==> src/rtl/arr_mult_pkg.sv <==
// Shared constants and rank-placement helpers for the pipelined array multiplier.
package arr_mult_pkg;

  localparam int DEF_INPUT_BIT_SIZE = 32;
  localparam int DEF_STAGES         = 4;

  // Number of adder rows completed ahead of register rank k: ceil(k*rows/stages).
  function automatic int rank_row(input int k, input int rows, input int stages);
    return (k * rows + stages - 1) / stages;
  endfunction

  // True when an intermediate rank (k = 1..stages-1) sits in front of row p.
  function automatic bit is_rank_pos(input int p, input int rows, input int stages);
    for (int k = 1; k < stages; k++) begin
      if (rank_row(k, rows, stages) == p) return 1'b1;
    end
    return 1'b0;
  endfunction

endpackage

==> src/rtl/arr_mult_row.sv <==
// One combinational ripple adder row of the array: WIDTH full adders with carry in/out.
module arr_mult_row #(
  parameter int WIDTH = 32
) (
  input  logic [WIDTH-1:0] i_x,
  input  logic [WIDTH-1:0] i_y,
  input  logic             i_cin,
  output logic [WIDTH-1:0] o_sum,
  output logic             o_cout
);

  logic w_carry;

  always_comb begin
    w_carry = i_cin;
    o_sum   = '0;
    for (int i = 0; i < WIDTH; i++) begin
      o_sum[i] = i_x[i] ^ i_y[i] ^ w_carry;
      w_carry  = (i_x[i] & i_y[i]) | (w_carry & (i_x[i] ^ i_y[i]));
    end
    o_cout = w_carry;
  end

endmodule

==> src/rtl/arr_multiplier_pipe.sv <==
// Pipelined array multiplier, unsigned or Baugh-Wooley signed per operand pair,
// with a single global advance enable doubling as the input ready.
module arr_multiplier_pipe
  import arr_mult_pkg::*;
#(
  parameter int INPUT_BIT_SIZE = DEF_INPUT_BIT_SIZE,
  parameter int STAGES         = DEF_STAGES
) (
  input  logic                          Clk,
  input  logic                          Reset,
  input  logic                          InValid,
  output logic                          InReady,
  input  logic [INPUT_BIT_SIZE-1:0]     InA,
  input  logic [INPUT_BIT_SIZE-1:0]     InB,
  input  logic                          Signed,
  output logic                          OutValid,
  input  logic                          OutReady,
  output logic [2*INPUT_BIT_SIZE-1:0]   Out
);

  localparam int N               = INPUT_BIT_SIZE;
  localparam int OUTPUT_BIT_SIZE = 2 * N;
  localparam int ROW_SIZE        = N - 1;

  if (N < 2 || N > 64) begin : g_bad_width
    $error("arr_multiplier_pipe: INPUT_BIT_SIZE must be within 2..64");
  end
  if (STAGES < 1 || STAGES > ROW_SIZE) begin : g_bad_stages
    $error("arr_multiplier_pipe: STAGES must be within 1..INPUT_BIT_SIZE-1");
  end

  logic w_en;
  assign w_en    = !OutValid || OutReady;
  assign InReady = w_en;

  // Each row r holds the running high word (w_hi), the settled low product bits
  // (w_lo) and only the multiplier bits still to be consumed (w_b).
  for (genvar r = 0; r < ROW_SIZE; r++) begin : g_row
    localparam logic [N-1:0] INV = (r + 1 == N - 1) ? {1'b0, {(N-1){1'b1}}}
                                                    : {1'b1, {(N-1){1'b0}}};
    logic [N-1:0]   w_a;
    logic [N-1:r+1] w_b;
    logic [N-1:0]   w_hi;
    logic [r:0]     w_lo;
    logic           w_sg;
    logic           w_vl;
    logic [N-1:0]   w_pp;
    logic [N-1:0]   w_sum;
    logic           w_cout;
    logic [N-1:0]   w_hi_out;
    logic [r+1:0]   w_lo_out;

    if (r == 0) begin : g_src
      logic [N-1:0] w_pp0;
      assign w_pp0 = (InA & {N{InB[0]}}) ^ ({1'b1, {(N-1){1'b0}}} & {N{Signed}});
      assign w_a   = InA;
      assign w_b   = InB[N-1:1];
      // Spare MSB of the first high word carries the signed-mode +1 at bit N.
      assign w_hi  = {Signed, w_pp0[N-1:1]};
      assign w_lo  = w_pp0[0];
      assign w_sg  = Signed;
      assign w_vl  = InValid;
    end else if (is_rank_pos(r, ROW_SIZE, STAGES)) begin : g_rank
      logic [N-1:0]   r_a;
      logic [N-1:r+1] r_b;
      logic [N-1:0]   r_hi;
      logic [r:0]     r_lo;
      logic           r_sg;
      logic           r_vl;

      always_ff @(posedge Clk or negedge Reset) begin
        if (!Reset) begin
          r_a  <= '0;
          r_b  <= '0;
          r_hi <= '0;
          r_lo <= '0;
          r_sg <= 1'b0;
          r_vl <= 1'b0;
        end else if (w_en) begin
          r_a  <= g_row[r-1].w_a;
          r_b  <= g_row[r-1].w_b[N-1:r+1];
          r_hi <= g_row[r-1].w_hi_out;
          r_lo <= g_row[r-1].w_lo_out;
          r_sg <= g_row[r-1].w_sg;
          r_vl <= g_row[r-1].w_vl;
        end
      end

      assign w_a  = r_a;
      assign w_b  = r_b;
      assign w_hi = r_hi;
      assign w_lo = r_lo;
      assign w_sg = r_sg;
      assign w_vl = r_vl;
    end else begin : g_wire
      assign w_a  = g_row[r-1].w_a;
      assign w_b  = g_row[r-1].w_b[N-1:r+1];
      assign w_hi = g_row[r-1].w_hi_out;
      assign w_lo = g_row[r-1].w_lo_out;
      assign w_sg = g_row[r-1].w_sg;
      assign w_vl = g_row[r-1].w_vl;
    end

    assign w_pp = (w_a & {N{w_b[r+1]}}) ^ (INV & {N{w_sg}});

    arr_mult_row #(
      .WIDTH (N)
    ) u_row (
      .i_x    (w_hi),
      .i_y    (w_pp),
      .i_cin  (1'b0),
      .o_sum  (w_sum),
      .o_cout (w_cout)
    );

    assign w_hi_out = {w_cout, w_sum[N-1:1]};
    assign w_lo_out = {w_sum[0], w_lo};
  end

  logic [N-1:0]               w_fin_hi;
  logic [N-1:0]               w_fin_lo;
  logic                       w_fin_sg;
  logic                       w_fin_vl;
  logic [OUTPUT_BIT_SIZE-1:0] w_prod;
  logic [OUTPUT_BIT_SIZE-1:0] r_out;
  logic                       r_out_vl;

  assign w_fin_hi = g_row[ROW_SIZE-1].w_hi_out;
  assign w_fin_lo = g_row[ROW_SIZE-1].w_lo_out;
  assign w_fin_sg = g_row[ROW_SIZE-1].w_sg;
  assign w_fin_vl = g_row[ROW_SIZE-1].w_vl;
  // Signed-mode +1 at bit 2N-1 reduces to flipping the product MSB.
  assign w_prod   = {w_fin_hi[N-1] ^ w_fin_sg, w_fin_hi[N-2:0], w_fin_lo};

  always_ff @(posedge Clk or negedge Reset) begin
    if (!Reset) begin
      r_out    <= '0;
      r_out_vl <= 1'b0;
    end else if (w_en) begin
      r_out    <= w_prod;
      r_out_vl <= w_fin_vl;
    end
  end

  assign Out      = r_out;
  assign OutValid = r_out_vl;

endmodule

==> config.mk <==
export PLATFORM = sky130hd
export DESIGN_NAME = arr_multiplier_pipe
export DESIGN_NICKNAME = d
export VERILOG_FILES = /design/src/rtl/arr_mult_pkg.sv /design/src/rtl/arr_mult_row.sv /design/src/rtl/arr_multiplier_pipe.sv
export SDC_FILE = /design/constraint.sdc
export NUM_CORES = 2
export LEC_CHECK = 0
export CAP_MARGIN = 30
export CORE_MARGIN = 4
export CORE_UTILIZATION = 58
export CTS_CLUSTER_DIAMETER = 30
export DETAILED_ROUTE_END_ITERATION = 7
export GPL_ROUTABILITY_DRIVEN = 0
export GPL_TIMING_DRIVEN = 0
export PLACE_DENSITY = 0.84
export SYNTH_ARGS = -nofsm -noshare
export SYNTH_HDL_FRONTEND = slang
export SYNTH_SLANG_ARGS = --single-unit
==> constraint.sdc <==
create_clock -name Clk -period 20.7 [get_ports Clk]
set_input_delay 6.21 -clock Clk [delete_from_list [all_inputs] [get_ports Clk]]
set_output_delay 6.21 -clock Clk [all_outputs]
set_load 0.01 [all_outputs]
==> results.yml <==
clock_network:
  insertion_delay_ns: 0.63
  htree_levels: 3
  path_clk_slew_ns: 0.05
  cts_buffers: 73
  cts_hold_buffers: 0
  cts_root_buffer: "clkbuf_16"
  tritoncts: "yes"
  clockBufferDepth: 3
  cts.sinks: 359
die:
  coreArea_mm2: 0.07161
  fp.dieH_um: 276.8
  ios: 135
  die_area_mm2: 0.07663
  initial_core_util: 0.5853
  die_width_um: 276.8
  placementRows: 98
synth:
  synth.most_common_cell: "fa_1"
  syn_inst: 3495
  synthDistinctLibCells: 24
  synth_seq_area_share: 0.2143
  syn_area_mm2: 0.04191
  avgSynthCellArea_um2: 11.99
  synth_ff_type: "dfrtp_1"
  synth_area_leaders: "fa_1, dfrtp_1, and2_1, mux2_4, inv_1"
  synth.top_cell.area_share: 0.4585
  postSynth.asyncResetShare: 1.000
  synth_seq_cells: 359
  synth_fp_nets: 4555
  synthTopCellsByCount: "fa_1, and2_1, inv_1"
  yosysTopAreaCell: "fa_1"
  synth_warnings: 0
  synth_edf_count: 0
sta:
  period_share: 1.179
  tightest_slew_ns: 1.009
  rsz0062_at_grt: "true"
  setup_viol: 11
  layout_min_cycle_time_ns: 24.40
  holdWs_ns: 0.4883
  relSlewSlack: 0.3273
  worst_clock_skew_ns: 0.04476
  max_freq_mhz: 40.99
  hold_viol: 0
  setup_slack_ns: -3.697
  finalMaxSlewViolations: 0
cells_and_area:
  final_util: 0.6811
  nets: 4754
  drive_gt1_frac: 0.3286
  syn_to_final_growth_pct: 16.37
  final_cell_area_mm2: 0.04878
setup_path:
  path_class: "in -> reg"
  max_stage_delay_ns: 0.59
  crit_fanout: 3
  r2r_setup_slack_ns: 0.42
  worstSetupStartpointType: "input pin"
  crit_top_cell: "fa_2"
  arrival_ns: 24.88
  slowest_stage: "fa_1"
  cp.required_ns: 21.19
  end_kind: "flop"
drt:
  via_count: 26350
  wirelength_mm: 105.6
  vias_per_cell: 5.606
  drtIter0Drc: 1695
  first_pass_iters: 6
  postRouteAntennaNets: 0
  drc: 0
  wl_per_cell_um: 22.46
placed_design:
  place_hpwl_mm: 81.31
  io_buffer_count: 104
  post-place-ws_ns: -5.435
  dpl_cell_area_mm2: 0.04520
run_status:
  violations: "setup timing"
  status: "finished, violations left"
global_route:
  grt_pass1_vias: 30740
  grt_max_degree: 121
  grtUsageTotal: 0.2841
  grt_pass1_wl_mm: 169.0
  antenna_found_initial: 3
  grt_overflow_total: 0
flow_run:
  drv_cap: 0
min_path:
  worstHoldPathType: "reg -> reg"
## flip-flops by register name, indices dropped and copies added, names as in the netlist
name,cells
g_row.g_rank.r_hi,96
g_row.g_rank.r_b,45
g_row.g_rank.r_lo,51
g_row.w_sg,1
g_row.w_vl,1
g_row.w_a,32
OutValid,1
Out,64
g_row.g_rank.r_a,64
g_row.g_rank.r_vl,2
g_row.g_rank.r_sg,2
## cell type report
class / instances / area, um^2
Clock buffer: 84 / 1939
Inverter: 457 / 1715
Fill cell: 4773 / 22830
Antenna cell: 1 / 2.502
Tap cell: 950 / 1189
Multi-Input combinational cell: 2475 / 32090
Timing Repair Buffer: 125 / 1294
Clock inverter: 46 / 514.2
Sequential cell: 359 / 8991
Buffer: 203 / 1037
## routing by layer
metal  vias to the layer above  routed length, um  global-route usage
met3                       319               6534             0.05362
met5                         -                  9                   0
met2                       944              55550              0.4975
li1                      10790                  -                   -
met1                     14290              38500              0.3460
met4                         2               4976              0.1251
## what timing repair did
| action | CTS | global route |
|---|---|---|
| buffers inserted | 17 | 1 |
| setup endpoints to repair | 25 | 21 |
| resized for setup | 283 | 162 |
| hold endpoints to repair | 0 | 0 |
| pin swaps | 70 | 109 |
## worst max-delay path, delay by kind of cell
family / cells / cell delay [ns]
buffers and inverters: 8 / 0.46
adders and majority gates: 46 / 17.82
muxes: 1 / 0.28
and+or+nand+nor: 1 / 0.14
## cell usage in the layout, fill, tap and decap left out, types with 3 or more instances in the layout
cell type	instances
a21oi_1	34
and2_1	666
buf_1	39
buf_16	3
buf_2	16
buf_4	25
buf_6	23
buf_8	5
bufinv_16	4
clkbuf_1	115
clkbuf_16	74
clkbuf_2	3
clkbuf_8	8
clkdlybuf4s50_1	99
clkinv_2	12
clkinv_4	9
clkinvlp_4	6
dfrtp_1	353
dfrtp_2	6
fa_1	228
fa_2	732
ha_1	30
inv_1	410
inv_2	47
inv_6	6
inv_8	4
mux2_2	86
mux2_4	152
mux2i_1	83
nand2_1	356
nor3b_1	35
xnor2_1	17
xor2_1	46
## kinds of logic (layout without fill, tap and decap cells)
logic type | after synthesis | in the layout | synth area share
AO/OA/AOI/OAI | 36 | 36 | 0.004299
XOR/XNOR | 63 | 63 | 0.01316
adder cells (fa/ha/maj) | 991 | 991 | 0.4678
buffers and inverters | 661 | 915 | 0.06415
flip-flops | 359 | 359 | 0.2143
multiplexers | 323 | 323 | 0.09792
other | 0 | 1 | 0
AND/OR/NAND/NOR | 1062 | 1062 | 0.1383
## path summary, 6_finish.rpt
check,from,to,cells past startpoint
setup reg to reg,g_row[24].g_rank.r_b[25],Out[62],50
setup / recovery,InB[1],g_row[8].g_rank.r_hi[30],56
max in group asynchronous,Reset,g_row[8].g_rank.r_b[12],3
hold / removal,g_row[16].g_rank.r_lo[15],g_row[24].g_rank.r_lo[15],1
hold reg to reg,g_row[16].g_rank.r_lo[15],g_row[24].g_rank.r_lo[15],1
min in group asynchronous,Reset,g_row[24].g_rank.r_b[30],1
## metrics by stage
stage	instances	TNS (ns)
floorplan	3495	-26.80
CTS	4699	-24.46
finish	4700	-22.61
global route	4699	-26.43
global placement	4549	-757.77
detailed placement	4552	-51.15
Power is not shown: default switching activity piles up to over one toggle a cycle in this logic, so the estimate is an artifact.
